## src/rtl/ucsbece154a_mem_pkg.sv

```systemverilog
// Shared definitions for the wait-state memory: FSM state encoding and
// helpers that size the word index and byte-offset fields.
package ucsbece154a_mem_pkg;

    typedef enum logic [1:0] {
        ST_IDLE = 2'd0,
        ST_WAIT = 2'd1,
        ST_DONE = 2'd2
    } mem_state_e;

    localparam int ADDR_W = 32;
    localparam int CNT_W  = 4;

    // A one-word array would need a zero-width index; keep at least one bit.
    function automatic int idx_w(input int depth_words);
        return (depth_words > 1) ? $clog2(depth_words) : 1;
    endfunction

    function automatic int lsb_w(input int data_w);
        return $clog2(data_w / 8);
    endfunction

endpackage

```

## src/rtl/ucsbece154a_mem_wait_if.sv

```systemverilog
// Request/response bundle between a requester and the wait-state memory.
interface ucsbece154a_mem_wait_if #(
    parameter int DATA_W = 32
);
    import ucsbece154a_mem_pkg::*;

    logic              req_i;
    logic              we_i;
    logic [ADDR_W-1:0] a_i;
    logic [DATA_W-1:0] wd_i;
    logic              ready_o;
    logic              done_o;
    logic [DATA_W-1:0] rd_o;
    logic              busy_o;
    logic              err_o;

    modport master (
        output req_i, we_i, a_i, wd_i,
        input  ready_o, done_o, rd_o, busy_o, err_o
    );

    modport slave (
        input  req_i, we_i, a_i, wd_i,
        output ready_o, done_o, rd_o, busy_o, err_o
    );

endinterface

```

## src/rtl/ucsbece154a_mem_array.sv

```systemverilog
// Word storage: one synchronous write port, one combinational read port.
// Contents are never reset.
module ucsbece154a_mem_array
    import ucsbece154a_mem_pkg::*;
#(
    parameter  int DATA_W      = 32,
    parameter  int DEPTH_WORDS = 64,
    localparam int IDX_W       = idx_w(DEPTH_WORDS)
) (
    input  logic              clk,
    input  logic              we_i,
    input  logic [IDX_W-1:0]  waddr_i,
    input  logic [DATA_W-1:0] wdata_i,
    input  logic [IDX_W-1:0]  raddr_i,
    output logic [DATA_W-1:0] rdata_o
);

    logic [DATA_W-1:0] mem_q [DEPTH_WORDS];

    always_ff @(posedge clk) begin
        if (we_i) begin
            mem_q[waddr_i] <= wdata_i;
        end
    end

    assign rdata_o = mem_q[raddr_i];

endmodule

```

## src/rtl/ucsbece154a_mem_wait.sv

```systemverilog
// Single-port memory with a fixed number of wait states per access.
// Optional address range checking is enabled by defining MEM_WAIT_RANGE_CHK_EN.
module ucsbece154a_mem_wait
    import ucsbece154a_mem_pkg::*;
#(
    parameter int DATA_W      = 32,
    parameter int DEPTH_WORDS = 64,
    parameter int WAIT_CYCLES = 2
) (
    input  logic                  clk,
    input  logic                  reset,
    ucsbece154a_mem_wait_if.slave bus
);

    localparam int IDX_W    = idx_w(DEPTH_WORDS);
    localparam int ADDR_LSB = lsb_w(DATA_W);

    localparam logic [1:0] IDLE = 2'(ST_IDLE);
    localparam logic [1:0] WAIT = 2'(ST_WAIT);
    localparam logic [1:0] DONE = 2'(ST_DONE);

    localparam logic [CNT_W-1:0] CNT_INIT =
        (WAIT_CYCLES > 0) ? CNT_W'(WAIT_CYCLES - 1) : '0;

    logic [1:0]        state_q, state_d;
    logic [CNT_W-1:0]  cnt_q, cnt_d;
    logic              we_q, we_d;
    logic              oor_q, oor_d;
    logic [DATA_W-1:0] rd_q, rd_d;
    logic [IDX_W-1:0]  idx_q, idx_d;
    logic [DATA_W-1:0] wd_q, wd_d;

    logic              ready;
    logic              accept;
    logic              oor_a;
    logic              commit;
    logic              done_rd;
    logic [DATA_W-1:0] arr_rd;
    logic [DATA_W-1:0] rd_now;
    logic              unused_addr;

    assign ready  = (state_q != WAIT);
    assign accept = bus.req_i && ready;

`ifdef MEM_WAIT_RANGE_CHK_EN
    assign oor_a = (bus.a_i >> (ADDR_LSB + IDX_W)) != '0;
`else
    assign oor_a = 1'b0;
`endif

    // Byte-offset bits and (without range checking) the high bits are don't-care.
    assign unused_addr = ^bus.a_i;

    // The write lands on the edge that leaves DONE; a reset on that edge aborts it.
    assign commit  = (state_q == DONE) && we_q && !oor_q && reset;
    assign done_rd = (state_q == DONE) && !we_q;
    assign rd_now  = oor_q ? '0 : arr_rd;

    always_comb begin
        state_d = state_q;
        cnt_d   = cnt_q;
        we_d    = we_q;
        oor_d   = oor_q;
        rd_d    = rd_q;
        idx_d   = idx_q;
        wd_d    = wd_q;
        case (state_q)
            IDLE, DONE: begin
                // Hold the value shown during a read completion for later cycles.
                if (done_rd) begin
                    rd_d = rd_now;
                end
                if (accept) begin
                    we_d    = bus.we_i;
                    oor_d   = oor_a;
                    idx_d   = bus.a_i[ADDR_LSB +: IDX_W];
                    wd_d    = bus.wd_i;
                    cnt_d   = CNT_INIT;
                    state_d = (WAIT_CYCLES == 0) ? DONE : WAIT;
                end else begin
                    state_d = IDLE;
                end
            end
            WAIT: begin
                if (cnt_q == '0) begin
                    state_d = DONE;
                end else begin
                    cnt_d = cnt_q - CNT_W'(1);
                end
            end
            default: begin
                state_d = IDLE;
                cnt_d   = '0;
            end
        endcase
    end

    always_ff @(posedge clk) begin
        if (!reset) begin
            state_q <= IDLE;
            cnt_q   <= '0;
            we_q    <= 1'b0;
            oor_q   <= 1'b0;
            rd_q    <= '0;
        end else begin
            state_q <= state_d;
            cnt_q   <= cnt_d;
            we_q    <= we_d;
            oor_q   <= oor_d;
            rd_q    <= rd_d;
        end
    end

    always_ff @(posedge clk) begin
        idx_q <= idx_d;
        wd_q  <= wd_d;
    end

    // Same-cycle read-after-commit works because the read port is combinational.
    ucsbece154a_mem_array #(
        .DATA_W      (DATA_W),
        .DEPTH_WORDS (DEPTH_WORDS)
    ) u_array (
        .clk     (clk),
        .we_i    (commit),
        .waddr_i (idx_q),
        .wdata_i (wd_q),
        .raddr_i (idx_q),
        .rdata_o (arr_rd)
    );

    assign bus.ready_o = ready;
    assign bus.done_o  = (state_q == DONE);
    assign bus.busy_o  = (state_q != IDLE);
    assign bus.rd_o    = done_rd ? rd_now : rd_q;
`ifdef MEM_WAIT_RANGE_CHK_EN
    assign bus.err_o   = (state_q == DONE) && oor_q;
`else
    assign bus.err_o   = 1'b0;
`endif

endmodule

```

## src/flat_wrapper.sv

```systemverilog
// flat-port wrapper written by rule: the top's interface ports become plain ports
module ucsbece154a_mem_wait_flat import ucsbece154a_mem_pkg::*;
#(
    parameter int DATA_W      = 32,
    parameter int DEPTH_WORDS = 64,
    parameter int WAIT_CYCLES = 2
)
  (clk, reset, bus_req_i, bus_we_i, bus_a_i, bus_wd_i, bus_ready_o, bus_done_o, bus_rd_o, bus_busy_o, bus_err_o);
  ucsbece154a_mem_wait_if #(.DATA_W(DATA_W)) bus_i ();
  input  logic clk;
  input  logic reset;
  input wire logic [$bits(bus_i.req_i)-1:0] bus_req_i;
  input wire logic [$bits(bus_i.we_i)-1:0] bus_we_i;
  input wire logic [$bits(bus_i.a_i)-1:0] bus_a_i;
  input wire logic [$bits(bus_i.wd_i)-1:0] bus_wd_i;
  output wire logic [$bits(bus_i.ready_o)-1:0] bus_ready_o;
  output wire logic [$bits(bus_i.done_o)-1:0] bus_done_o;
  output wire logic [$bits(bus_i.rd_o)-1:0] bus_rd_o;
  output wire logic [$bits(bus_i.busy_o)-1:0] bus_busy_o;
  output wire logic [$bits(bus_i.err_o)-1:0] bus_err_o;
  assign bus_i.req_i = bus_req_i;
  assign bus_i.we_i = bus_we_i;
  assign bus_i.a_i = bus_a_i;
  assign bus_i.wd_i = bus_wd_i;
  assign bus_ready_o = bus_i.ready_o;
  assign bus_done_o = bus_i.done_o;
  assign bus_rd_o = bus_i.rd_o;
  assign bus_busy_o = bus_i.busy_o;
  assign bus_err_o = bus_i.err_o;
  ucsbece154a_mem_wait #(.DATA_W(DATA_W), .DEPTH_WORDS(DEPTH_WORDS), .WAIT_CYCLES(WAIT_CYCLES)) u_core (.clk(clk), .reset(reset), .bus(bus_i));
endmodule
```

## config.mk

```make
export PLATFORM = sky130hd
export DESIGN_NAME = ucsbece154a_mem_wait_flat
export DESIGN_NICKNAME = d
export VERILOG_FILES = /design/src/rtl/ucsbece154a_mem_pkg.sv /design/src/rtl/ucsbece154a_mem_wait_if.sv /design/src/rtl/ucsbece154a_mem_array.sv /design/src/rtl/ucsbece154a_mem_wait.sv /design/src/flat_wrapper.sv
export SDC_FILE = /design/constraint.sdc
export NUM_CORES = 2
export LEC_CHECK = 0
export BUFFER_PORTS_ARGS = -buffer_cell sky130_fd_sc_hd__buf_2
export CORE_MARGIN = 10
export CORE_UTILIZATION = 50
export CTS_CLUSTER_DIAMETER = 30
export DETAILED_ROUTE_END_ITERATION = 12
export HOLD_SLACK_MARGIN = 0.15
export PLACE_DENSITY = 0.64
export SETUP_SLACK_MARGIN = 0.4
export SLEW_MARGIN = 5
export SYNTH_ARGS = -nofsm -noshare
export SYNTH_HDL_FRONTEND = slang
export SYNTH_SLANG_ARGS = --single-unit
```

## constraint.sdc

```tcl
create_clock -name clk -period 3.7 [get_ports clk]
set_input_delay 1.11 -clock clk [delete_from_list [all_inputs] [get_ports clk]]
set_output_delay 1.11 -clock clk [all_outputs]
set_load 0.005 [all_outputs]
```

# ---- After elaboration in Yosys (flattened, before gate mapping)
# Memories as Yosys holds them, arrays and structs flattened. A register that Yosys moved wholly into a read port is not among the register bits.
# Cells that the tools add are included.
# Widths: inputs -> output; s select.
dict set report op_classes {
  reduce_logical 11
  n_addsub 1
  n_mux 10
  div 0
  shifts 0
  eq_ne 6
  multipliers 0
  order_cmp 0
  bitwise 0
}
# cell n
set ops {}
lappend ops {{$mux 32} 1}
lappend ops {{$mux 4} 2}
lappend ops {{$pmux 4 s2} 1}
lappend ops {{$mux 6} 1}
lappend ops {{$ne 2x1->1 const B} 3}
lappend ops {{$logic_and 1x1->1} 4}
lappend ops {{$logic_not 4->1} 1}
lappend ops {{$pmux 2 s2} 1}
lappend ops {{$reduce_and 2->1} 2}
lappend ops {{$sub 4x1->4 const B} 1}
lappend ops {{$mux 1} 3}
lappend ops {{$eq 2x1->1 const B} 1}
lappend ops {{$eq 2x2->1 const B} 1}
lappend ops {{$logic_not 2->1} 1}
lappend ops {{$mux 2} 1}
lappend ops {{$ne 2x2->1 const B} 1}
lappend ops {{$reduce_bool 2->1} 1}
lappend ops {{$reduce_or 2->1} 1}
lappend ops {{$logic_not 1->1} 1}
dict set report word_totals {
  memories 1
  elab_cells 35
  input_bits 68
  latchBits 0
  output_inout_bits 36
  ff_bits 77
  mem_bits_rw 2048
  romBits 0
}
# memory words word_bits read_ports rd_clocked_by_memory_dff wr line
set memory_table {}
lappend memory_table {u_core.u_array.mem_q 64 32 1 1 1 ucsbece154a_mem_array.sv:18} ;# logic [DATA_W-1:0] mem_q [DEPTH_WORDS];

# ---- Logic depth before layout (Yosys ltp)
dict set report logic_depth {
  word_depth 5
  mapped_depth 9
  mapped_depth_nobuf 6
}

# ---- Cells and area by module
# A second synthesis with hierarchy kept.
dict set report hier_totals {
  cells_unflattened 3480
  hier_area_um2 80801.2
}
# module n_inst seq_area_each_um2 area_per_inst_um2 cells_per_inst
set modules_own_cells {}
lappend modules_own_cells {ucsbece154a_mem_array 1 61499.0 77874.7 3292}
lappend modules_own_cells {ucsbece154a_mem_wait 1 1921.8 2926.6 188}

# ---- Least setup slack after synthesis
# OpenSTA, ideal clock, no wires.
dict set report synth_timing {
  path_kind {input port to flip-flop}
  startpoint {in reset}
  endpoint {mem u_core.u_array.mem_q[63][0], enable pin}
  slack_ns 0.269
  path_buffers 0
  required_time_ns 3.279
  stages 4
  t_arrival_ns 3.010
  setup_ns 0.421
  path_cell_list {nand3_1 -> nor2_1 -> nand3_1 -> nor2_1}
}
dict set report synth_between {
  elab_chain_len 3
}
# item line
set synth_lines {}
lappend synth_lines {{from (decl)} flat_wrapper.sv:11} ;# input logic reset;
lappend synth_lines {{$logic_and 1x1->1} ucsbece154a_mem_wait.sv:55} ;# assign commit = (state_q == DONE) && we_q && !oor_q && reset;
lappend synth_lines {{$mux 1} ucsbece154a_mem_array.sv:21} ;# if (we_i) begin
lappend synth_lines {{$mux 1 (implied by the code)} ucsbece154a_mem_array.sv:22} ;# mem_q[waddr_i] <= wdata_i;
lappend synth_lines {{to (decl)} ucsbece154a_mem_array.sv:18}
# No other way between the ends.

==> impl_results.md <==
* Num ports at 104
* Syn Nets at between 4000 and 5000
* Total placed cells including tap cells at 7049
* # fillers at roughly 11000
* Wirelength, routed at 220000 µm
* Global-route wire length before repair at 313000 µm
* CTS tree: yes
* H-tree depth at 5
* Clock skew at 52.5 ps
* Pins Over Slew Limit at 0
* EDFF count, synth at 2086
* Leakage Power at 37.8 nW
* Post-route cell area at 107000 µm²
* Cell variety after synth at 47
* Initial core utilization at a little over 50%
* Clock Latency Late Sink at 940 ps
* Synthesis-to-finish area growth at 30.1%
* PD cells at 647 nW/µm²
* Drt drc at 0
* Drt first pass iters at 6
* Initial antenna violation count at 1
* Largest net degree at the start of global routing at 75
* Critical Path End Type: output pin
* Multi-input logic area at 19200 µm²
* Drt wl/cell at 27.5 µm
* Reg area at 63600 µm²
* Dpl ws at -18.8 ps
* I/O Buffers at 76
* Count leader, synth: edfxtp_1
* Cell area after synthesis at 82300 µm²
* Crit path max fanout at 7
* Top cells by area, synth: edfxtp_1 (76%), mux2i_1 (12%), o22ai_1 (1.4%)
* Initial DRC count at about 4800
* Routability Congestion at 0.786
* Tcrit/Tclk final at 119%
* Critical Path Slowest Stage Cell: dfxtp_4
* Clock Sinks at 2131
* Post-DP HPWL at 122000 µm
* Leading area contributor after synthesis: edfxtp_1
* Fin nets at 5564
* Hold slack at 367 ps
* Root Driver: clkbuf_16
* Req. time, crit path at 2590 ps
* Finished Layout Cells at 7992
* Status: finished, violations left
* Post-synth top cells: edfxtp_1 (2086), mux2i_1 (1025), nor2_1 (236), o22ai_1 (182), nand2_1 (138)
* Die span in y at 426 µm
* Total of max-cap violations at 0
* Unrepaired setup endpoints after global routing: yes
* Maximum clock rate at between 0.2 and 0.25 GHz
* Crit-path most repeated cell: buf_6
* Vias in the first global route at 46400
* Slew @ Worst Pin at 1320 ps
* Share of the synthesized area in the top cell type at 76.1%
* Synth Area per Inst at 17.6 µm²
* Area post-placement at 89000 µm²
* Final hold viol count at 0
* Tightest Hold Check Type: in2reg
* Sequential share of the synthesized area at 77.2%
* Setup TNS Final at -19280 ps
* Worst Path Arrival at roughly 3300 ps
* Final worst slack at -712 ps
* All-Layer GR Usage at 23.2%
* Chip width at approximately 430 µm
* VDD IR max at between 0.6 and 0.7 mV
* Worst setup path class: reg2out
* Startpoint Class: register
* Async SR Flop Fraction at 0%
* Yosys warns at 0
* Clock tree buffer depth at 4
* Worst-path cell chain: buf_12 > buf_6 > buf_16 > buf_8 > clkbuf_16 > buf_4 > mux2i_1 > o22ai_2 > nor2_1 > and4_4 > nor3_2 > buf_6 > buf_6
* Post-synthesis register bit count at 2131
* GRT overflow at 0
* # rows at 148
* Post-synth top flop: edfxtp_1
* CP max stage delay at 460 ps
* Via-to-Cell Ratio at 5.87
* Share of layout cells above drive strength 1 at 29.2%
* Via count at 46900
* CTS Buf Count at between 400 and 500
* Minimum clock period at roughly 4400 ps
* Failing checks: negative setup slack
* Hold_buf cts at 0
* Max-slew headroom at 11.9%
* Final setup fails at 32
* Full die area at 181000 µm²
* Synthesized instance count at 4686
* Clk slew on worst S/H paths at 50 ps
* Final antenna-violating net count at 0
* Core box area at ~160000 µm²
[flip-flops by register name, summed over array words and instances, names as in the netlist, named ones only]
register	cells
u_core.state_q	2
u_core.cnt_q	4
u_core.u_array.mem_q	2048
u_core.rd_q	32
u_core.we_q	1
u_core.idx_q	6
u_core.wd_q	32
[what timing repair did]
action / CTS / global route
pin swaps: 35 / 110
endpoints found under the setup margin: 32 / 32
cloned: 18 / 22
resized for setup: 270 / 208
setup buffers: 31 / 146
[critical path: cells and delay by family (launching register included)]
kind | cells | cell delay [ps]
AO/OA/AOI/OAI | 1 | 120
buffers and inverters | 8 | 1140
flip-flops | 1 | 460
multiplexers | 1 | 240
AND/OR/NAND/NOR | 3 | 450
[power by group]
part / internal, W / switching, W / total [W]
registers: 0.0268 / 0.0000734 / 0.0269
logic: 0.00269 / 0.00336 / 0.00605
clock network: 0.0242 / 0.0121 / 0.0363
[metrics by stage]
stage	util, %	total power [W]
2_1_floorplan	-	0.0302
3_3_place_gp	54.6	0.0320
3_5_place_dp	54.6	0.0321
4_1_cts	64.0	0.0688
5_1_grt	65.6	0.0710
6_report	65.6	0.0692
[metal layers]
layer	routed length, µm	vias to the layer above	share of wire [%]	global-route usage, %
li1	-	20400	-	-
met1	90000	24100	41	31.7
met2	107000	2067	49	37.7
met3	16700	384	7.6	4.26
met4	6290	0	2.9	7.92
met5	0	-	0	0
[area by class of cell]
| class | instances | area share [%] |
|---|---|---|
| sequential | 2131 | 59.4 |
| multi-input combinational | 2286 | 18.0 |
| clock buffer | 460 | 9.79 |
| timing repair buffer | 670 | 7.43 |
| clock inverter | 265 | 2.90 |
| tap | 2175 | 2.54 |
| inverter | 4 | 0.0140 |
| antenna | 1 | 0.00234 |
[worst paths after layout]
kind | slack (ps) | cells past startpoint | end | from
min reg2reg | 520 | 2 | u_core.cnt_q[3] | u_core.cnt_q[3]
max | -710 | 13 | bus_rd_o[3] | register
min | 370 | 1 | u_core.idx_q[1] | bus_a_i[3]
max reg2reg | 820 | 9 | u_core.u_array.mem_q[12][3] | u_core.state_q[0]
[cell usage in the layout (no fill, tap or decap), types with 49 or more instances in the layout]
cell type	instances
buf_4	355
nor2_1	155
nand2_1	138
buf_6	49
nand3_1	102
edfxtp_1	2086
buf_2	65
o22ai_1	167
a21oi_1	127
and4_4	55
a22oi_1	118
bufinv_16	56
buf_12	121
nor2_4	66
clkbuf_16	430
clkinv_2	65
mux2i_1	987
nor3_2	60
[kinds of logic (layout without fill, tap and decap cells)]
logic type	after synthesis	count (layout)	synth area share [%]
and+or+nand+nor	730	730	4.68
adders and majority gates	2	2	0.0304
other	1	2	0.00456
muxes	1030	1030	12.5
buffers and inverters	269	1399	1.54
AOI/OAI and AO/OA	521	521	3.95
DFF	2131	2131	77.2
xor gates and xnor gates	2	2	0.0213
Note: power is estimated with default switching activity, not from simulation.
